==> config.mk <==
export PLATFORM = sky130hd
export DESIGN_NAME = tag_lookup_reader
export DESIGN_NICKNAME = d
export VERILOG_FILES = /design/src/rtl/tag_lookup_reader.sv
export SDC_FILE = /design/constraint.sdc
export NUM_CORES = 1
export LEC_CHECK = 0
export CORE_MARGIN = 10
export CORE_UTILIZATION = 55
export CTS_CLUSTER_DIAMETER = 100
export CTS_CLUSTER_SIZE = 40
export DETAILED_ROUTE_END_ITERATION = 10
export DONT_BUFFER_PORTS = 1
export PLACE_DENSITY = 0.7
export SYNTH_ARGS = -nofsm -noshare
export SYNTH_HDL_FRONTEND = slang
export SYNTH_SLANG_ARGS = --single-unit
export TNS_END_PERCENT = 30
==> constraint.sdc <==
create_clock -name clk -period 2.5 [get_ports clk]
set_input_delay 0.5 -clock clk [delete_from_list [all_inputs] [get_ports clk]]
set_output_delay 0.5 -clock clk [all_outputs]
set_load 0.02 [all_outputs]
==> src/rtl/tag_lookup_reader.sv <==
// tag_lookup_reader: read-side controller for a way-halting cache tag store.
// A request is captured in IDLE. In FILTER the narrow main tags are
// pre-compared and non-matching ways are halted. In COMPARE only the
// surviving ways have their halt-tag read enabled and compared. RESP holds
// the result until the consumer accepts it.
// Optional build macro: TAG_LOOKUP_STATS_EN adds saturating 16-bit counters
// stat_lookups, stat_hits and stat_halted.
module tag_lookup_reader #(
    parameter int WAYS       = 4,
    parameter int SET_BITS   = 4,
    parameter int MAIN_TAG_W = 4,
    parameter int HALT_TAG_W = 20,
    localparam int WAY_W     = $clog2(WAYS)
) (
    input  logic                       clk,
    input  logic                       reset,
    input  logic                       req_valid,
    output logic                       req_ready,
    input  logic [SET_BITS-1:0]        req_set,
    input  logic [MAIN_TAG_W-1:0]      req_main_tag,
    input  logic [HALT_TAG_W-1:0]      req_halt_tag,
    output logic [SET_BITS-1:0]        rd_set,
    output logic [WAYS-1:0]            rd_way_en,
    input  logic [WAYS-1:0]            valid_in,
    input  logic [WAYS*MAIN_TAG_W-1:0] main_tag_in,
    input  logic [WAYS*HALT_TAG_W-1:0] halt_tag_in,
    output logic                       rsp_valid,
    input  logic                       rsp_ready,
    output logic                       rsp_hit,
    output logic [WAY_W-1:0]           rsp_way,
    output logic                       rsp_multi
`ifdef TAG_LOOKUP_STATS_EN
    ,
    output logic [15:0]                stat_lookups,
    output logic [15:0]                stat_hits,
    output logic [15:0]                stat_halted
`endif
);

    localparam int CNT_W = $clog2(WAYS + 1);

    localparam logic [1:0] ST_IDLE    = 2'd0;
    localparam logic [1:0] ST_FILTER  = 2'd1;
    localparam logic [1:0] ST_COMPARE = 2'd2;
    localparam logic [1:0] ST_RESP    = 2'd3;

    logic [1:0]            state_q, state_d;
    logic [SET_BITS-1:0]   set_q, set_d;
    logic [MAIN_TAG_W-1:0] main_tag_q, main_tag_d;
    logic [HALT_TAG_W-1:0] halt_tag_q, halt_tag_d;
    logic [WAYS-1:0]       surv_q, surv_d;
    logic                  hit_q, hit_d;
    logic [WAY_W-1:0]      way_q, way_d;
    logic                  multi_q, multi_d;

    logic [WAYS-1:0]       survivors;
    logic [WAYS-1:0]       match;
    logic [WAY_W-1:0]      match_way;
    logic [CNT_W-1:0]      match_cnt;

    // Main-tag pre-compare: only valid ways whose narrow tag matches survive.
    always_comb begin
        // NOTE: every combinational output gets a default before any branch so no latch is inferred.
        survivors = '0;
        for (int w = 0; w < WAYS; w++) begin
            survivors[w] = valid_in[w] &&
                           (main_tag_in[w*MAIN_TAG_W +: MAIN_TAG_W] == main_tag_q);
        end
    end

    // Halt-tag compare, gated by the registered survivor mask so halted ways never count.
    always_comb begin
        match     = '0;
        match_way = '0;
        match_cnt = '0;
        for (int w = 0; w < WAYS; w++) begin
            match[w] = surv_q[w] &&
                       (halt_tag_in[w*HALT_TAG_W +: HALT_TAG_W] == halt_tag_q);
        end
        // Walk downward so the lowest matching index is the one left standing.
        for (int w = WAYS - 1; w >= 0; w--) begin
            if (match[w]) match_way = WAY_W'(w);
        end
        for (int w = 0; w < WAYS; w++) begin
            match_cnt = match_cnt + {{(CNT_W-1){1'b0}}, match[w]};
        end
    end

    // Next-state and datapath-load decisions for the lookup FSM.
    always_comb begin
        state_d    = state_q;
        set_d      = set_q;
        main_tag_d = main_tag_q;
        halt_tag_d = halt_tag_q;
        surv_d     = surv_q;
        hit_d      = hit_q;
        way_d      = way_q;
        multi_d    = multi_q;
        case (state_q)
            ST_IDLE: begin
                if (req_valid) begin
                    set_d      = req_set;
                    main_tag_d = req_main_tag;
                    halt_tag_d = req_halt_tag;
                    state_d    = ST_FILTER;
                end
            end
            ST_FILTER: begin
                surv_d = survivors;
                if (|survivors) begin
                    state_d = ST_COMPARE;
                end else begin
                    // Every way halted: the answer is a miss without touching halt tags.
                    hit_d   = 1'b0;
                    way_d   = '0;
                    multi_d = 1'b0;
                    state_d = ST_RESP;
                end
            end
            ST_COMPARE: begin
                hit_d   = |match;
                way_d   = match_way;
                multi_d = (match_cnt > CNT_W'(1));
                state_d = ST_RESP;
            end
            ST_RESP: begin
                if (rsp_ready) state_d = ST_IDLE;
            end
            default: state_d = ST_IDLE;
        endcase
    end

    // State and datapath registers with synchronous reset.
    always_ff @(posedge clk) begin
        // NOTE: clocked state uses non-blocking assignments so every register samples pre-edge values.
        if (reset) begin
            state_q    <= ST_IDLE;
            set_q      <= '0;
            main_tag_q <= '0;
            halt_tag_q <= '0;
            surv_q     <= '0;
            hit_q      <= 1'b0;
            way_q      <= '0;
            multi_q    <= 1'b0;
        end else begin
            state_q    <= state_d;
            set_q      <= set_d;
            main_tag_q <= main_tag_d;
            halt_tag_q <= halt_tag_d;
            surv_q     <= surv_d;
            hit_q      <= hit_d;
            way_q      <= way_d;
            multi_q    <= multi_d;
        end
    end

    assign req_ready = (state_q == ST_IDLE);
    assign rsp_valid = (state_q == ST_RESP);
    assign rd_set    = set_q;
    // Halt-tag reads are enabled only for survivors and only in COMPARE.
    assign rd_way_en = (state_q == ST_COMPARE) ? surv_q : '0;
    assign rsp_hit   = hit_q;
    assign rsp_way   = way_q;
    assign rsp_multi = multi_q;

`ifdef TAG_LOOKUP_STATS_EN
    logic [15:0]      lookups_q, hits_q, halted_q;
    logic [CNT_W-1:0] halted_cnt;

    function automatic logic [15:0] sat_add(input logic [15:0] a, input logic [15:0] b);
        logic [16:0] s;
        s = {1'b0, a} + {1'b0, b};
        return s[16] ? 16'hFFFF : s[15:0];
    endfunction

    // Number of valid ways halted by the pre-compare this cycle.
    always_comb begin
        halted_cnt = '0;
        for (int w = 0; w < WAYS; w++) begin
            halted_cnt = halted_cnt + {{(CNT_W-1){1'b0}}, valid_in[w] & ~survivors[w]};
        end
    end

    // Saturating statistics counters.
    always_ff @(posedge clk) begin
        if (reset) begin
            lookups_q <= '0;
            hits_q    <= '0;
            halted_q  <= '0;
        end else begin
            if (rsp_valid && rsp_ready) begin
                lookups_q <= sat_add(lookups_q, 16'd1);
                if (hit_q) hits_q <= sat_add(hits_q, 16'd1);
            end
            if (state_q == ST_FILTER) begin
                halted_q <= sat_add(halted_q, 16'(halted_cnt));
            end
        end
    end

    assign stat_lookups = lookups_q;
    assign stat_hits    = hits_q;
    assign stat_halted  = halted_q;
`endif

endmodule

Yosys cells after proc, flatten, opt, wreduce, memory -nomap -nowiden
Index checks and enable logic that the tools add are counted.

Register bits after elaboration: 38. Input port bits: 132. Output and inout bits: 14. Logic and storage cells: 55.

$add $sub $neg: 3. $lt $le $gt $ge: 1. Eq/ne operators: 14. Muxes and demuxes: 14. Reduce and logical (&&, ||, !) cells: 15.

Operators by type and width (number): 20-bit == test (4); 4-bit == test (4); 2-bit two-way mux (7); 1-bit logical AND (8); 2-bit one-hot mux with 4 select lines (1); 4-bit OR reduction (2); 2-bit AND reduction (3); 2-bit == test, second input constant (2); 4-bit two-way mux (1); 2-bit inequality test, second input constant (2); 1-bit one-hot mux with 2 select lines (2); 2-bit one-hot mux with 2 select lines (1); 2-bit by 1-bit adder with 3-bit output (1); 3-bit by 1-bit adder with 3-bit output (1); 3-bit by 1-bit greater-than comparator with 1-bit output, second input constant (1); 1-bit by 1-bit adder with 2-bit output (1); 2-bit by 1-bit == test with 1-bit output, second input constant (1); 2-bit logical NOT (1); 1-bit two-way mux (2); 2-bit by 1-bit inequality test with 1-bit output, second input constant (1); 2-bit nonzero test (1).

Longest topological paths before layout
Depth after elaboration: 7. Gate-level depth with buffers: 9.

Least setup slack after synthesis
OpenSTA, ideal clock, no wires.

Path type: in2reg. From: input port halt_tag_in[18]. To: register multi_q, in the netlist rsp_multi. Library setup time: 0.117 ns. Arrival: 2.187 ns. Required time: 2.383 ns. Slack: 0.197 ns. Cell stages on the path: 7. Path buffers: 0. Cells stage by stage: xor2_1 > nor4_1 > nand4_1 > or4_4 > fa_1 > o21ai_0 > a22o_1.

Word-level cells in the longest chain between the ends: 7.

Ends and longest elaborated chain: start: declaration (line 26) `input logic [WAYS*HALT_TAG_W-1:0] halt_tag_in,`; 20-bit == test (line 78) `(halt_tag_in[w*HALT_TAG_W +: HALT_TAG_W] == halt_tag_q);`; 1-bit logical AND (line 77) `match[w] = surv_q[w] &&`; 1-bit by 1-bit adder with 2-bit output (line 85) `match_cnt = match_cnt + {{(CNT_W-1){1'b0}}, match[w]};`; 2-bit by 1-bit adder with 3-bit output (line 85); 3-bit by 1-bit adder with 3-bit output (line 85); 3-bit by 1-bit greater-than comparator with 1-bit output (line 123) `multi_d = (match_cnt > CNT_W'(1));`; 1-bit one-hot mux with 2 select lines (line 99) `case (state_q)`; end signal: assignment (line 153) `multi_q <= multi_d;`; end: declaration (line 54) `logic multi_q, multi_d;`.

No other way between the ends. A chain may end at the register's enable or synchronous reset.

Worst setup path after layout
From: register halt_tag_q[0]. To: register multi_q, in the netlist rsp_multi.

Word-level cells in the longest chain between the ends: 7.

Ends and longest elaborated chain: start: declaration (line 50) `logic [HALT_TAG_W-1:0] halt_tag_q, halt_tag_d;`; start signal: assignment (line 149) `halt_tag_q <= halt_tag_d;`; 20-bit == test (line 78); 1-bit logical AND (line 77); 1-bit by 1-bit adder with 2-bit output (line 85); 2-bit by 1-bit adder with 3-bit output (line 85); 3-bit by 1-bit adder with 3-bit output * (line 85); 3-bit by 1-bit greater-than comparator with 1-bit output * (line 123); 1-bit one-hot mux with 2 select lines * (line 99).

Mark *: on every way between the ends. The rest lies on a longest branch, timed or not.

==> impl_results.md <==
* Clock transition at path regs at 70 ps
* Antenna diodes at 0
* CP max FO at 5
* Initial Util at 0.5726
* Grt ovf at 0
* PwrDens at 780.6 nW/µm²
* Min Clock Period, post-route at 2367 ps
* First-pass GRT wire length at 12.70 mm
* Syn Area/Cell at 8.031 µm²
* Largest area contributor in the netlist: dfxtp_1
* Most common cell after layout, fill and taps aside: nand2_1
* Std-Cell Rows at 25
* Hold Violations, Final at 0
* Layout cells sized above 1 at 0.08207
* Yosys cell types at 37
* Top cells by area in the synthesized netlist: dfxtp_1, xnor2_1, xor2_1
* Area grow syn2layout at 3.631%
* Port bufs at 0
* CTS tree: built
* Filler Cells Inserted at 477
* Drt pass-1 iters at 4
* Io pins at 146
* Detail Placement HPWL at 6.949 mm
* Clk_skew at 2.783 ps
* Die Y at 90.36 µm
* Yosys warnings at 0
* Initial drt markers at 98
* Highest clock rate at 422.5 MHz
* Setup CP Type: flop to flop
* Met3 wire length at 677 µm
* WP data arrival at 2550 ps
* Syn nets at 477
* WL met2 at 3.896 mm
* Final period util at 0.9468
* Remaining antenna violation count at 0
* DR WL/cell at 20.95 µm
* Worst vdd ir at 0.0004032 V
* Syn Inst Count at 339
* Nets at 466
* Core area at 4755 µm²
* Vias in the first global route at 2388
* Post-Route WL at 8.298 mm
* Gp weighted congestion at 0.8753
* Initial antenna violation count at 0
* Outcome: finished clean
* Via count at 2230
* Fin Setup TNS at 0 ps
* Non-filler cells, final at 396
* Leak pwr at 1.085 nW
* Max-slew headroom at 0.5220
* WL met1 at 3.532 mm
* Crit. End Element: flop
* Final setup viols at 0
* Yosys reg bits at 38
* RSZ-0062 raised after global routing: no
* DR top layer: met4
* DRC violations left at 0
* Setup repair bufs after CTS at 0
* Total Routing Usage GR at 0.1948
* Vias per cell at 5.631
* Setup crit start kind: flop
* Die area at 8164 µm²
* Die span in x at 90.36 µm
* Num Clock Sinks at 38
* Htree depth at 2
* Worst hold path class: input port to flop
* Data required, critical path at 2680 ps
* Sequential-to-total area share from yosys stat at 0.2794
* Worst-margin pin slew at 710.4 ps
* Most frequent cells in the layout: nand2_1, xnor2_1, xor2_1
* Yosys top cell area share at 0.2794
* Cts bufs inserted at 5
* Placed cells at 388
* Max-cap violations at 0
* Clk Latency, worst-skew pair at 290 ps
* Flop2flop setup slack at 130 ps
* Max-slew violations at 0
* Largest net degree at the start of global routing at 37
* Post-Syn Area at 2723 µm²
* Root Buffer: clkbuf_8
* Clock buffer depth at 2
==> power breakdown <==
part | internal [mW] | leakage [nW] | switching [mW]
Combinational | 0.412 | 0.726 | 0.477
Sequential | 0.710 | 0.311 | 0.170
Clock | 0.223 | 0.0482 | 0.211
==> synth_stat cells, drive strengths merged <==
library cell  count
a211oi            1
a21bo             1
a21o              1
a21oi            29
a221o             1
a221oi            1
a22o              3
a22oi             1
a32o              1
and2              5
and4              1
buf              19
clkbuf           15
dfxtp            38
fa                1
ha                5
inv               9
mux2i             5
nand2            65
nand3             4
nand4            12
nor2              5
nor2b             1
nor3              1
nor4             14
o211a             1
o21a              1
o21ai             3
o221ai            1
or4               1
xnor2            54
xor2             39
==> flip-flops by register name (all words and copies together) (netlist names) <==
register	cells
halt_tag_q	20
rd_set	4
rsp_multi	1
rsp_hit	1
main_tag_q	4
rsp_way	2
surv_q	4
state_q	2
==> per-stage QoR <==
step	area [µm²]	setup WS, ps	total power [mW]	hold slack [ps]	utilization
final	2821	133.0	2.203	277.7	0.5934
after global routing	2821	30.02	2.365	264.9	0.5934
after CTS	2820	115.8	2.220	267.4	0.5932
after detailed placement	2729	21.28	1.785	525.8	0.5739
after global placement	2729	29.86	1.765	508.4	0.5739
after floorplan	2723	196.5	1.619	466.6	-
==> cell families (layout without fill, tap and decap cells) <==
| family | Yosys count | in the layout | synth area share |
|---|---|---|---|
| AOI/OAI and AO/OA | 45 | 45 | 0.1011 |
| and+or+nand+nor | 109 | 109 | 0.1866 |
| xor gates and xnor gates | 93 | 93 | 0.2992 |
| adders and majority gates | 6 | 6 | 0.03033 |
| DFF | 38 | 38 | 0.2794 |
| buffers and inverters | 43 | 33 | 0.08502 |
| muxes | 5 | 5 | 0.01838 |
==> layer usage <==
| layer | global-route usage | vias up |
|---|---|---|
| met5 | 0 | - |
| met4 | 0.06897 | 0 |
| met3 | 0.07232 | 14 |
| met2 | 0.3093 | 102 |
| met1 | 0.2350 | 1025 |
| li1 | - | 1089 |
==> timing repair <==
| item | in CTS | in global routing |
|---|---|---|
| gates resized for setup | 0 | 1 |
| hold buffers | 0 | 0 |
| setup endpoints to repair | 0 | 1 |
| hold endpoints to repair | 0 | 0 |
==> worst max-delay path, stage by stage (launching register included) <==
cell and delay [ps]:
dfxtp_1 480, xor2_1 130, nor3_1 270, nand4_1 150, or4_4 470, fa_1 510, o21ai_0 70, a22o_1 190
==> cell type report <==
type / instances / area (µm²) / area share
multi-input cells: 258 / 1730 / 0.6133
clock buffers: 7 / 86.33 / 0.03060
clock inverters: 1 / 5.005 / 0.001774
flip-flops and latches: 38 / 762.0 / 0.2701
well taps: 67 / 83.83 / 0.02971
repair buffers: 16 / 120.1 / 0.04257
inverters: 9 / 33.78 / 0.01197
==> path summary, 6_finish.rpt <==
path | startpoint | end | cells after the start
max | halt_tag_q[0]$_SDFFE_PP0P_ | rsp_multi$_SDFFE_PP0P_ | 7
min | reset | halt_tag_q[2]$_SDFFE_PP0P_ | 1
max reg2reg | halt_tag_q[0]$_SDFFE_PP0P_ | rsp_multi$_SDFFE_PP0P_ | 7
min reg2reg | halt_tag_q[2]$_SDFFE_PP0P_ | halt_tag_q[2]$_SDFFE_PP0P_ | 2
Power figures use the tool's default switching activity.
